==> config.mk <==
export PLATFORM = sky130hd
export DESIGN_NAME = tft_spi_transmitter
export DESIGN_NICKNAME = d
export VERILOG_FILES = /design/src/rtl/tft_spi_transmitter.sv
export SDC_FILE = /design/constraint.sdc
export NUM_CORES = 1
export LEC_CHECK = 0
export CAP_MARGIN = 40
export CORE_UTILIZATION = 60
export DETAILED_ROUTE_END_ITERATION = 16
export PLACE_DENSITY = 0.81
export SYNTH_ARGS = -nofsm -noshare
export SYNTH_HDL_FRONTEND = slang
export SYNTH_SLANG_ARGS = --single-unit
export TNS_END_PERCENT = 1
==> constraint.sdc <==
create_clock -name clk -period 5 [get_ports clk]
set_input_delay 0.5 -clock clk [delete_from_list [all_inputs] [get_ports clk]]
set_output_delay 0.5 -clock clk [all_outputs]
set_load 0.03 [all_outputs]
==> src/rtl/tft_spi_transmitter.sv <==
`default_nettype none
// ============================================================================
//  Module   : tft_spi_transmitter
//  Function : Byte-wide SPI mode-0 transmitter for the TFT panel. A one-byte
//             holding register keeps SCK continuous across back-to-back bytes.
//  Revision : 1.0  initial release
// ============================================================================
module tft_spi_transmitter #(
   parameter int CLK_DIV = 2
) (
   input  logic       clk,
   input  logic       rst,
   input  logic       tft_transmit,
   input  logic [7:0] tft_data,
   input  logic       tft_dc,
   output logic       tft_busy,
   output logic       spi_sck,
   output logic       spi_mosi,
   output logic       spi_cs_n,
   output logic       spi_dc,
   output logic       byte_done,
   output logic       drop_err
);

   localparam int                 c_div_w   = $clog2(CLK_DIV + 1);
   localparam logic [c_div_w-1:0] c_div_max = c_div_w'(CLK_DIV - 1);

   localparam logic [1:0] c_idle   = 2'd0;
   localparam logic [1:0] c_setup  = 2'd1;
   localparam logic [1:0] c_shift  = 2'd2;
   localparam logic [1:0] c_cshold = 2'd3;

   logic [1:0]         state_q, state_d;
   logic [c_div_w-1:0] div_q, div_d;
   logic [2:0]         bit_q, bit_d;
   logic [6:0]         shift_q, shift_d;
   logic [7:0]         hold_data_q, hold_data_d;
   logic               hold_dc_q, hold_dc_d;
   logic               hold_valid_q, hold_valid_d;
   logic               sck_q, sck_d;
   logic               mosi_q, mosi_d;
   logic               cs_n_q, cs_n_d;
   logic               dc_q, dc_d;
   logic               done_q, done_d;
   logic               drop_q, drop_d;

   logic               w_tick;
   logic               w_load;
   logic               w_accept;

   assign w_tick = (div_q == c_div_max);

   always_comb begin
      state_d      = state_q;
      div_d        = div_q;
      bit_d        = bit_q;
      shift_d      = shift_q;
      hold_data_d  = hold_data_q;
      hold_dc_d    = hold_dc_q;
      hold_valid_d = hold_valid_q;
      sck_d        = sck_q;
      mosi_d       = mosi_q;
      cs_n_d       = cs_n_q;
      dc_d         = dc_q;
      done_d       = 1'b0;
      drop_d       = drop_q;
      w_load       = 1'b0;
      w_accept     = 1'b0;

      case (state_q)
         c_idle: begin
            w_load = hold_valid_q;
         end
         c_setup: begin
            if (w_tick) begin
               div_d   = '0;
               sck_d   = 1'b1;
               state_d = c_shift;
            end else begin
               div_d = div_q + c_div_w'(1);
            end
         end
         c_shift: begin
            if (w_tick) begin
               div_d = '0;
               sck_d = ~sck_q;
               // Falling edge: present the next bit, or close out the byte.
               if (sck_q) begin
                  if (bit_q == 3'd7) begin
                     done_d = 1'b1;
                     bit_d  = '0;
                     if (hold_valid_q) begin
                        w_load = 1'b1;
                     end else begin
                        state_d = c_cshold;
                     end
                  end else begin
                     bit_d   = bit_q + 3'd1;
                     mosi_d  = shift_q[6];
                     shift_d = {shift_q[5:0], 1'b0};
                  end
               end
            end else begin
               div_d = div_q + c_div_w'(1);
            end
         end
         default: begin
            if (w_tick) begin
               div_d   = '0;
               cs_n_d  = 1'b1;
               state_d = c_idle;
            end else begin
               div_d = div_q + c_div_w'(1);
            end
         end
      endcase

      if (w_load) begin
         shift_d      = hold_data_q[6:0];
         mosi_d       = hold_data_q[7];
         dc_d         = hold_dc_q;
         cs_n_d       = 1'b0;
         div_d        = '0;
         bit_d        = '0;
         state_d      = c_setup;
         hold_valid_d = 1'b0;
      end

      // A register being emptied this edge may be refilled on the same edge.
      w_accept = tft_transmit & (~hold_valid_q | w_load);
      if (w_accept) begin
         hold_data_d  = tft_data;
         hold_dc_d    = tft_dc;
         hold_valid_d = 1'b1;
      end else if (tft_transmit) begin
         drop_d = 1'b1;
      end
   end

   always_ff @(posedge clk or posedge rst) begin
      if (rst) begin
         state_q      <= c_idle;
         div_q        <= '0;
         bit_q        <= '0;
         shift_q      <= '0;
         hold_data_q  <= '0;
         hold_dc_q    <= 1'b0;
         hold_valid_q <= 1'b0;
         sck_q        <= 1'b0;
         mosi_q       <= 1'b0;
         cs_n_q       <= 1'b1;
         dc_q         <= 1'b0;
         done_q       <= 1'b0;
         drop_q       <= 1'b0;
      end else begin
         state_q      <= state_d;
         div_q        <= div_d;
         bit_q        <= bit_d;
         shift_q      <= shift_d;
         hold_data_q  <= hold_data_d;
         hold_dc_q    <= hold_dc_d;
         hold_valid_q <= hold_valid_d;
         sck_q        <= sck_d;
         mosi_q       <= mosi_d;
         cs_n_q       <= cs_n_d;
         dc_q         <= dc_d;
         done_q       <= done_d;
         drop_q       <= drop_d;
      end
   end

   assign tft_busy  = hold_valid_q;
   assign spi_sck   = sck_q;
   assign spi_mosi  = mosi_q;
   assign spi_cs_n  = cs_n_q;
   assign spi_dc    = dc_q;
   assign byte_done = done_q;
   assign drop_err  = drop_q;

endmodule
`default_nettype wire
==> impl_results.html, run 1 <==
<table>
<tr><th>Metric</th><th>Value</th></tr>
<tr><th colspan="2">Status</th></tr>
<tr><td>Result of the run</td><td>finished, final reports clean</td></tr>
<tr><th colspan="2">Setup path</th></tr>
<tr><td>Slowest Stage Delay on Critical Path</td><td>roughly 0.76 ns</td></tr>
<tr><td>Crit. End Element</td><td>primary output</td></tr>
<tr><td>Sequence of cells on the critical path</td><td>clkdlybuf4s50_1</td></tr>
<tr><td>Type of element launching the critical path</td><td>flop</td></tr>
<tr><td>Slowest library cell on the worst path</td><td>sky130_fd_sc_hd__clkdlybuf4s50_1</td></tr>
<tr><td>Data arrival time of the critical path</td><td>around 1.7 ns</td></tr>
<tr><td>Worst Setup SP</td><td>tft_busy$_DFFE_PP0P_</td></tr>
<tr><td>Number of buffer and inverter stages on the critical path</td><td>1</td></tr>
<tr><td>Reg2reg path depth</td><td>5</td></tr>
<tr><td>Required time of the critical path</td><td>about 4.5 ns</td></tr>
<tr><td>Number of gates on the worst path with buffers counted</td><td>1</td></tr>
<tr><td>Top delay family on crit path</td><td>buffers and inverters</td></tr>
<tr><td>Worst setup path end</td><td>tft_busy</td></tr>
<tr><td>Reg2Reg Capture Point</td><td>spi_dc$_DFFE_PP0P_</td></tr>
<tr><td>Setup Crit Path Kind</td><td>reg -&gt; out</td></tr>
<tr><td>R2R Path Start</td><td>state_q[0]$_DFFE_PP0P_</td></tr>
<tr><td>Reg-to-reg slack, setup</td><td>~2.9 ns</td></tr>
<tr><td>Crit-path max FO</td><td>16</td></tr>
<tr><th colspan="2">GRT</th></tr>
<tr><td>Global Route met3 Usage</td><td>just over 5%</td></tr>
<tr><td>Maximum number of pins on one net before global-route repair</td><td>32</td></tr>
<tr><td>Initial antenna violation count</td><td>0</td></tr>
<tr><td>Met2 track demand over resource</td><td>37.3%</td></tr>
<tr><td>Overall Global Routing Usage</td><td>around 25%</td></tr>
<tr><td>Via count of the first global-routing pass</td><td>about 1300</td></tr>
<tr><td>Leftover overflow at the end of global routing</td><td>0</td></tr>
<tr><td>Wire length of the first global-routing pass</td><td>between 6 and 7 mm</td></tr>
<tr><td>Met1 global-route usage</td><td>between 30% and 40%</td></tr>
<tr><td>Layer with the highest usage after global routing</td><td>met2</td></tr>
<tr><th colspan="2">Yosys</th></tr>
<tr><td>Most used flip-flop cell after synthesis</td><td>sky130_fd_sc_hd__dfrtp_1</td></tr>
<tr><td>Post-Syn Area per Cell</td><td>9.88 um^2</td></tr>
<tr><td>Yosys synthesis warning count</td><td>0</td></tr>
<tr><td>Synthesized net count</td><td>~200</td></tr>
<tr><td>Portion of the post-synthesis area used by sequential elements</td><td>roughly 42%</td></tr>
<tr><td>Leading cell types by total area after synthesis</td><td>sky130_fd_sc_hd__dfrtp_1, sky130_fd_sc_hd__nand2_1, sky130_fd_sc_hd__mux2i_1, sky130_fd_sc_hd__o211ai_1, sky130_fd_sc_hd__ha_1</td></tr>
<tr><td>Flip-flop and latch count after synthesis</td><td>30</td></tr>
<tr><td>Cells after synthesis</td><td>180</td></tr>
<tr><td>Post-synth top area cell</td><td>sky130_fd_sc_hd__dfrtp_1</td></tr>
<tr><td>Count of different cell masters after synthesis</td><td>42</td></tr>
<tr><td>Area share of the largest cell type after synthesis</td><td>between 40% and 50%</td></tr>
<tr><td>Post-Synthesis Cell Area</td><td>~1800 um^2</td></tr>
<tr><td>Number of synthesized flops with an enable pin</td><td>0</td></tr>
<tr><td>Share of async-settable or async-resettable flops after synthesis</td><td>between 90% and 100%</td></tr>
<tr><th colspan="2">Floorplanning</th></tr>
<tr><td>Die outline area</td><td>~3200 um^2</td></tr>
<tr><td>Row cnt</td><td>19</td></tr>
<tr><td>Die boundary width</td><td>56.5 um</td></tr>
<tr><td>Number of top-level pins</td><td>19</td></tr>
<tr><td>Core box area</td><td>about 2800 um^2</td></tr>
<tr><td>Initial standard-cell utilization of the core</td><td>64.0%</td></tr>
<tr><td>Die height</td><td>between 50 and 60 um</td></tr>
<tr><th colspan="2">CTS</th></tr>
<tr><td>Number of buffers on the longest clock path</td><td>2</td></tr>
<tr><td>CTS tree</td><td>done</td></tr>
<tr><td>Maximum level of the CTS H-tree</td><td>2</td></tr>
<tr><td>Total clock buffers created by CTS</td><td>5</td></tr>
<tr><td>Cells resized by post-CTS repair</td><td>0</td></tr>
<tr><td>CTS Sinks</td><td>30</td></tr>
<tr><td>Clock latency of the later-clocked register in the worst-skew pair</td><td>around 0.33 ns</td></tr>
<tr><td>Register clock-pin slew on the reported worst setup and hold paths</td><td>0.10 ns</td></tr>
<tr><td>Post-CTS Setup Repair Bufs</td><td>0</td></tr>
<tr><td>Cell at the root of the clock tree</td><td>sky130_fd_sc_hd__clkbuf_4</td></tr>
<tr><td>Count of hold buffers inserted by post-cts repair</td><td>0</td></tr>
<tr><th colspan="2">Route</th></tr>
<tr><td>First DRT Iteration DRCs</td><td>between 40 and 50</td></tr>
<tr><td>Sum of routed wire length over all layers</td><td>approximately 3.4 mm</td></tr>
<tr><td>DRC violation count after routing</td><td>0</td></tr>
<tr><td>Average wire per cell in the routed design</td><td>15.2 um</td></tr>
<tr><td>TritonRoute pass-1 iters</td><td>4</td></tr>
<tr><td>Via-to-Cell Ratio</td><td>about 6.1</td></tr>
<tr><td>Number of nets still failing antenna checks after routing</td><td>0</td></tr>
<tr><td>Total number of vias</td><td>about 1400</td></tr>
<tr><th colspan="2">Finish</th></tr>
<tr><td>Inserted Diodes</td><td>0</td></tr>
<tr><td>Finished layout cell area</td><td>slightly above 2000 um^2</td></tr>
<tr><td>Number of nets in the layout</td><td>between 200 and 250</td></tr>
<tr><td>Filler cell count in the final layout</td><td>roughly 210</td></tr>
<tr><td>Share of layout cells above drive strength 1</td><td>around 14%</td></tr>
<tr><td>Layout overhead on the synthesized area</td><td>13.2%</td></tr>
<tr><th colspan="2">Timing</th></tr>
<tr><td>RSZ-0062 raised after global routing</td><td>false</td></tr>
<tr><td>Max-slew violations</td><td>0</td></tr>
<tr><td>Period minus WS final</td><td>around 2.2 ns</td></tr>
<tr><td>Number of hold-slack violations in the final timing report</td><td>0</td></tr>
<tr><td>Least setup slack across all paths after layout</td><td>~2.8 ns</td></tr>
<tr><td>Period Utilization, post-route</td><td>44.7%</td></tr>
<tr><td>Maximum clock frequency</td><td>approximately 0.45 GHz</td></tr>
<tr><td>Slew at the pin with the worst max-slew slack</td><td>between 0.6 and 0.7 ns</td></tr>
<tr><td>Final Setup Violations</td><td>0</td></tr>
<tr><td>Max-slew headroom at the worst pin</td><td>54.1%</td></tr>
<tr><td>Fin Clk Skew</td><td>around 0.0078 ns</td></tr>
<tr><td>Setup total negative slack</td><td>0 ns</td></tr>
<tr><th colspan="2">Pwr</th></tr>
<tr><td>Pwr Density</td><td>~550 nW/um^2</td></tr>
<tr><td>Leak Pwr</td><td>0.000892 uW</td></tr>
<tr><td>Peak VDD IR</td><td>421 uV</td></tr>
<tr><th colspan="2">Worst hold path</th></tr>
<tr><td>Class of the tightest hold or removal check</td><td>reg -&gt; reg</td></tr>
<tr><th colspan="2">Placement</th></tr>
<tr><td>Buffers on Ports</td><td>18</td></tr>
<tr><td>DPL Wire Length</td><td>approximately 2.5 mm</td></tr>
<tr><td>Total cell area at the placement stage</td><td>1950 um^2</td></tr>
<tr><td>Worst slack at placement</td><td>around 2.9 ns</td></tr>
<tr><td>Routability Congestion</td><td>approximately 0.81</td></tr>
<tr><th colspan="2">Run</th></tr>
<tr><td>Number of maximum-capacitance violations</td><td>0</td></tr>
</table>
-- flip-flops by register name, indices dropped and copies added (netlist names) --
| name | flops |
|---|---|
| hold_data_q | 8 |
| shift_q | 7 |
| bit_q | 3 |
| div_q | 2 |
| state_q | 2 |
| byte_done | 1 |
| drop_err | 1 |
| hold_dc_q | 1 |
| spi_cs_n | 1 |
| spi_dc | 1 |
| spi_mosi | 1 |
| spi_sck | 1 |
| tft_busy | 1 |
-- cell usage after synthesis (2+ instances only) --
master / number
sky130_fd_sc_hd__o21ai_0: 3
sky130_fd_sc_hd__buf_6: 2
sky130_fd_sc_hd__a21oi_1: 5
sky130_fd_sc_hd__buf_2: 2
sky130_fd_sc_hd__clkbuf_1: 7
sky130_fd_sc_hd__inv_1: 14
sky130_fd_sc_hd__ha_1: 5
sky130_fd_sc_hd__dfrtp_1: 29
sky130_fd_sc_hd__o211ai_2: 3
sky130_fd_sc_hd__nand2b_1: 10
sky130_fd_sc_hd__nor2_1: 3
sky130_fd_sc_hd__nor2b_1: 7
sky130_fd_sc_hd__a221oi_1: 7
sky130_fd_sc_hd__and2_1: 3
sky130_fd_sc_hd__o211ai_1: 9
sky130_fd_sc_hd__a211o_1: 3
sky130_fd_sc_hd__mux2i_1: 8
sky130_fd_sc_hd__nand2_1: 24
sky130_fd_sc_hd__a211o_2: 6
sky130_fd_sc_hd__a22oi_1: 7
sky130_fd_sc_hd__nand3b_1: 2
-- per-layer routing --
layer / vias to the layer above / part of all wire [%]
met2: 36 / 45
met1: 662 / 50
met4: 0 / 2.2
li1: 664 / -
met3: 10 / 3.6
met5: - / 0
-- per-stage QoR --
step	hold WS (ns)	util, %	total power (uW)	std cells
2_1_floorplan	0.474	-	844	180
3_3_place_gp	0.441	68.2	929	215
3_5_place_dp	0.452	70.3	962	218
4_1_cts	0.475	72.4	1120	226
5_1_grt	0.500	72.4	1200	226
6_report	0.483	72.4	1110	226
-- where the power goes --
part           switching (uW)  internal (uW)
clock                    85.7           68.1
combinational             271            241
sequential               98.1            348
-- how the worst min path moves through the flow --
stage	depth (start not counted)	slack [ns]	to	startpoint
after floorplan	2	0.47	hold_data_q[6]$_DFFE_PP0P_	hold_data_q[6]$_DFFE_PP0P_
after global placement	1	0.44	drop_err$_DFFE_PP0P_	drop_err$_DFFE_PP0P_
after detailed placement	1	0.45	drop_err$_DFFE_PP0P_	drop_err$_DFFE_PP0P_
after CTS	1	0.47	drop_err$_DFFE_PP0P_	drop_err$_DFFE_PP0P_
after global routing	1	0.50	drop_err$_DFFE_PP0P_	drop_err$_DFFE_PP0P_
final	1	0.48	drop_err$_DFFE_PP0P_	drop_err$_DFFE_PP0P_
-- cells by family (layout without fill, tap and decap cells) --
logic type	count (synthesis)	in the layout	share of synthesized area, %
simple gates	59	59	18.3
compound gates	49	49	22.2
flops	30	30	42.3
buf+inv	28	43	8.65
mux	9	9	5.13
fa+ha+maj	5	5	3.52
-- layout by cell type, fill, tap and decap left out, drive strengths merged, types with 2 or more instances in the layout --
cell / instances
a211o: 9
a21oi: 6
a221oi: 7
a22oi: 7
and2: 3
and4b: 2
buf: 3
clkbuf: 7
clkdlybuf4s50: 18
dfrtp: 29
ha: 5
inv: 14
mux2i: 8
nand2: 24
nand2b: 10
nand3b: 2
nor2: 3
nor2b: 7
o211ai: 12
o21ai: 4
-- cell type report --
class                   count  area [um^2]  share of cell area, %
clock buffers               7         55.1                   2.73
inverters                  14         52.6                   2.61
flip-flops and latches     30          752                   37.3
repair buffers             21          238                   11.8
multi-input cells         122          873                   43.4
clock inverters             1         5.00                  0.248
well taps                  31         38.8                   1.93
(Power assumes the default switching activity.)
==> run 2, diff against run 1 <==
- CORE_UTILIZATION: 60 -> 56
- PLACE_DENSITY: 0.81 -> 0.76
- clock period: 5 -> 2.2 ns (I/O delays scaled with it)
==> impl_results.html, run 2 (synthesized netlist as in run 1, its figures left out) <==
<table>
<tr><th>Metric</th><th>Value</th></tr>
<tr><th colspan="2">Pwr</th></tr>
<tr><td>Leak Pwr</td><td>0.000881 uW (-1.3%)</td></tr>
<tr><td>Peak VDD IR</td><td>728 uV (+73%)</td></tr>
<tr><td>Fraction of power consumed by combinational cells</td><td>48.0% (+1.9 points)</td></tr>
<tr><td>Power dissipated by switching net loads</td><td>1010 uW (+120%)</td></tr>
<tr><td>Clk network pwr share</td><td>11.9% (-1.9 points)</td></tr>
<tr><td>Pwr Density</td><td>1250 nW/um^2 (+130%)</td></tr>
<tr><td>Internal power summed over all cells</td><td>1480 uW (+130%)</td></tr>
<tr><td>Switching share of power</td><td>40.5% (-0.41 points)</td></tr>
<tr><td>Fraction of power consumed by sequential logic</td><td>40.1% (about the same)</td></tr>
<tr><th colspan="2">Finish</th></tr>
<tr><td>Inserted Diodes</td><td>0 (unchanged)</td></tr>
<tr><td>Number of cells in the finished layout apart from fillers</td><td>240 (+6.2%)</td></tr>
<tr><td>FF+latch area</td><td>752 um^2 (unchanged)</td></tr>
<tr><td>Combined area of the multi-input logic cells</td><td>873 um^2 (unchanged)</td></tr>
<tr><td>Filler cell count in the final layout</td><td>262 (+25%)</td></tr>
<tr><td>Top register by number of flip-flops</td><td>hold_data_q</td></tr>
<tr><td>Number of nets in the layout</td><td>213 (+0.95%)</td></tr>
<tr><td>Layout overhead on the synthesized area</td><td>12.2%</td></tr>
<tr><td>Leading cell types in the layout, fill and taps excluded</td><td>sky130_fd_sc_hd__dfrtp_1, sky130_fd_sc_hd__nand2_1, sky130_fd_sc_hd__clkdlybuf4s50_1, sky130_fd_sc_hd__inv_1, sky130_fd_sc_hd__nand2b_1</td></tr>
<tr><td>Share of layout cells above drive strength 1</td><td>13.8% (-0.071 points)</td></tr>
<tr><td>Max reg flops</td><td>8 (unchanged)</td></tr>
<tr><td>Largest registers in the final layout</td><td>hold_data_q (8), shift_q (7), bit_q (3)</td></tr>
<tr><td>Most common library cell in the layout ignoring fill and taps</td><td>sky130_fd_sc_hd__dfrtp_1</td></tr>
<tr><th colspan="2">GRT</th></tr>
<tr><td>Met2 track demand over resource</td><td>35.1% (-2.2 points)</td></tr>
<tr><td>Wire length of the first global-routing pass</td><td>5.94 mm (-3.7%)</td></tr>
<tr><td>Layer with the highest usage after global routing</td><td>met2</td></tr>
<tr><td>Met1 global-route usage</td><td>31.1% (-5.0 points)</td></tr>
<tr><td>Initial antenna violation count</td><td>0 (unchanged)</td></tr>
<tr><td>Maximum number of pins on one net before global-route repair</td><td>31 (-3.1%)</td></tr>
<tr><td>Overall Global Routing Usage</td><td>23.0% (-2.2 points)</td></tr>
<tr><td>Leftover overflow at the end of global routing</td><td>0 (unchanged)</td></tr>
<tr><td>Global Route met3 Usage</td><td>4.84% (-0.23 points)</td></tr>
<tr><td>Via count of the first global-routing pass</td><td>1360 (+2.5%)</td></tr>
<tr><th colspan="2">CTS</th></tr>
<tr><td>Count of hold buffers inserted by post-cts repair</td><td>0 (unchanged)</td></tr>
<tr><td>Clock latency of the later-clocked register in the worst-skew pair</td><td>0.32 ns (about the same)</td></tr>
<tr><td>Register clock-pin slew on the reported worst setup and hold paths</td><td>0.09 ns (about the same)</td></tr>
<tr><td>Total clock buffers created by CTS</td><td>5 (unchanged)</td></tr>
<tr><td>Number of buffers on the longest clock path</td><td>2 (unchanged)</td></tr>
<tr><td>Post-CTS Setup Repair Bufs</td><td>0 (unchanged)</td></tr>
<tr><td>Maximum level of the CTS H-tree</td><td>2 (unchanged)</td></tr>
<tr><td>CTS tree</td><td>done</td></tr>
<tr><td>Cells resized by post-CTS repair</td><td>0 (unchanged)</td></tr>
<tr><td>Cell at the root of the clock tree</td><td>sky130_fd_sc_hd__clkbuf_4</td></tr>
<tr><td>CTS Sinks</td><td>30 (unchanged)</td></tr>
<tr><th colspan="2">Setup path</th></tr>
<tr><td>Required time of the critical path</td><td>1.98 ns (-2.52 ns)</td></tr>
<tr><td>Setup Crit Path Kind</td><td>reg -&gt; out</td></tr>
<tr><td>Type of element launching the critical path</td><td>flop</td></tr>
<tr><td>Number of buffer and inverter stages on the critical path</td><td>1 (unchanged)</td></tr>
<tr><td>Sequence of cells on the critical path</td><td>clkdlybuf4s50_1</td></tr>
<tr><td>Crit-path max FO</td><td>16 (unchanged)</td></tr>
<tr><td>Crit. End Element</td><td>primary output</td></tr>
<tr><td>Slowest library cell on the worst path</td><td>sky130_fd_sc_hd__clkdlybuf4s50_1</td></tr>
<tr><td>Data arrival time of the critical path</td><td>1.71 ns (-0.02 ns)</td></tr>
<tr><td>Slowest Stage Delay on Critical Path</td><td>0.76 ns (about the same)</td></tr>
<tr><td>Top delay family on crit path</td><td>buffers and inverters</td></tr>
<tr><th colspan="2">Placement</th></tr>
<tr><td>DPL Wire Length</td><td>2.31 mm (-6.2%)</td></tr>
<tr><td>Buffers on Ports</td><td>18 (unchanged)</td></tr>
<tr><td>Placed cell count</td><td>233 (+6.9%)</td></tr>
<tr><td>Routability Congestion</td><td>0.783 (-3.6%)</td></tr>
<tr><th colspan="2">Run</th></tr>
<tr><td>Number of maximum-capacitance violations</td><td>0 (unchanged)</td></tr>
<tr><th colspan="2">Route</th></tr>
<tr><td>Number of nets still failing antenna checks after routing</td><td>0 (unchanged)</td></tr>
<tr><td>Total number of vias</td><td>1359 (-0.95%)</td></tr>
<tr><td>DRC violation count after routing</td><td>0 (unchanged)</td></tr>
<tr><td>Average wire per cell in the routed design</td><td>13.7 um (-10%)</td></tr>
<tr><td>Via-to-Cell Ratio</td><td>5.66 (-6.7%)</td></tr>
<tr><td>TritonRoute pass-1 iters</td><td>4 (unchanged)</td></tr>
<tr><td>Sum of routed wire length over all layers</td><td>3.29 mm (-4.5%)</td></tr>
<tr><td>First DRT Iteration DRCs</td><td>50 (+22%)</td></tr>
<tr><th colspan="2">Floorplanning</th></tr>
<tr><td>Row cnt</td><td>20 (+1)</td></tr>
<tr><td>Initial standard-cell utilization of the core</td><td>58.8% (-5.2 points)</td></tr>
<tr><td>Core box area</td><td>3030 um^2 (+8.9%)</td></tr>
<tr><td>Die boundary width</td><td>58.4 um (+3.4%)</td></tr>
<tr><td>Number of top-level pins</td><td>19 (unchanged)</td></tr>
<tr><td>Die height</td><td>58.4 um (+3.4%)</td></tr>
<tr><td>Die outline area</td><td>3410 um^2 (+6.9%)</td></tr>
<tr><th colspan="2">Timing</th></tr>
<tr><td>Max-slew violations</td><td>0 (unchanged)</td></tr>
<tr><td>Maximum clock frequency</td><td>between 0.5 and 0.6 GHz</td></tr>
<tr><td>RSZ-0062 raised after global routing</td><td>false</td></tr>
<tr><td>Number of hold-slack violations in the final timing report</td><td>0 (unchanged)</td></tr>
<tr><td>Setup total negative slack</td><td>0 ns (unchanged)</td></tr>
<tr><td>Max-slew headroom at the worst pin</td><td>65.9% (+12 points)</td></tr>
<tr><td>Period minus WS final</td><td>about 1.9 ns</td></tr>
<tr><td>Period Utilization, post-route</td><td>between 80% and 90%</td></tr>
<tr><td>Final Setup Violations</td><td>0 (unchanged)</td></tr>
<tr><td>Slew at the pin with the worst max-slew slack</td><td>0.510 ns (-0.177 ns)</td></tr>
<tr><td>Fin Clk Skew</td><td>0.00617 ns (-0.00161 ns)</td></tr>
<tr><th colspan="2">Worst hold path</th></tr>
<tr><td>Class of the tightest hold or removal check</td><td>in -&gt; async</td></tr>
<tr><th colspan="2">Status</th></tr>
<tr><td>Result of the run</td><td>finished, final reports clean</td></tr>
</table>
## run 2: cell types whose count changed in the layout (fill, tap and decap cells not counted), sizes merged
cell,change
clkinv,-1
buf,+2
## run 2: area by class of cell
class | instances | area share, %
timing repair buffer | 23 | 10.9
multi-input combinational | 122 | 43.8
inverter | 14 | 2.63
tap | 44 | 2.76
sequential | 30 | 37.7
clock buffer | 7 | 2.26
## run 2: routing by layer
layer,share of wire [%],wire [um]
met5,0,0
met4,2.5,81
met3,3.7,121
met2,45,1500
met1,48,1590
## run 2: per-stage QoR
| step | total power, uW | hold slack [ns] | utilization, % | cell area (um^2) | worst slack (ns) |
|---|---|---|---|---|---|
| global route | 2700 | 0.315 | 65.9 | 2000 | 0.198 |
| finish | 2490 | 0.263 | 65.9 | 2000 | 0.272 |
| detailed placement | 2200 | 0.446 | 64.4 | 1950 | 0.351 |
| global placement | 2140 | 0.442 | 64.4 | 1950 | 0.416 |
| CTS | 2510 | 0.268 | 65.9 | 2000 | 0.267 |
| floorplan | 1920 | 0.310 | - | 1780 | 0.575 |
## run 2: power groups by stage
| stage | logic (uW) | clock network, uW | registers (uW) |
|---|---|---|---|
| 2_1_floorplan | 895 | 0 | 1020 |
| 3_3_place_gp | 1150 | 0 | 996 |
| 3_5_place_dp | 1200 | 0 | 1010 |
| 4_1_cts | 1200 | 308 | 997 |
| 5_1_grt | 1330 | 330 | 1040 |
| 6_report | 1190 | 295 | 998 |
## run 2: final timing paths
kind	startpoint	endpoint	slack (ns)	depth (start not counted)
worst max-delay path	tft_busy$_DFFE_PP0P_	tft_busy	0.27	1
worst min-delay path	rst	state_q[1]$_DFFE_PP0P_	0.26	3
worst max register to register	bit_q[0]$_DFFE_PP0P_	shift_q[0]$_DFFE_PP0P_	0.34	6
worst min register to register	drop_err$_DFFE_PP0P_	drop_err$_DFFE_PP0P_	0.46	1
max in group asynchronous	rst	spi_cs_n$_DFFE_PP1P_	1.63	3
min in group clk	drop_err$_DFFE_PP0P_	drop_err$_DFFE_PP0P_	0.46	1
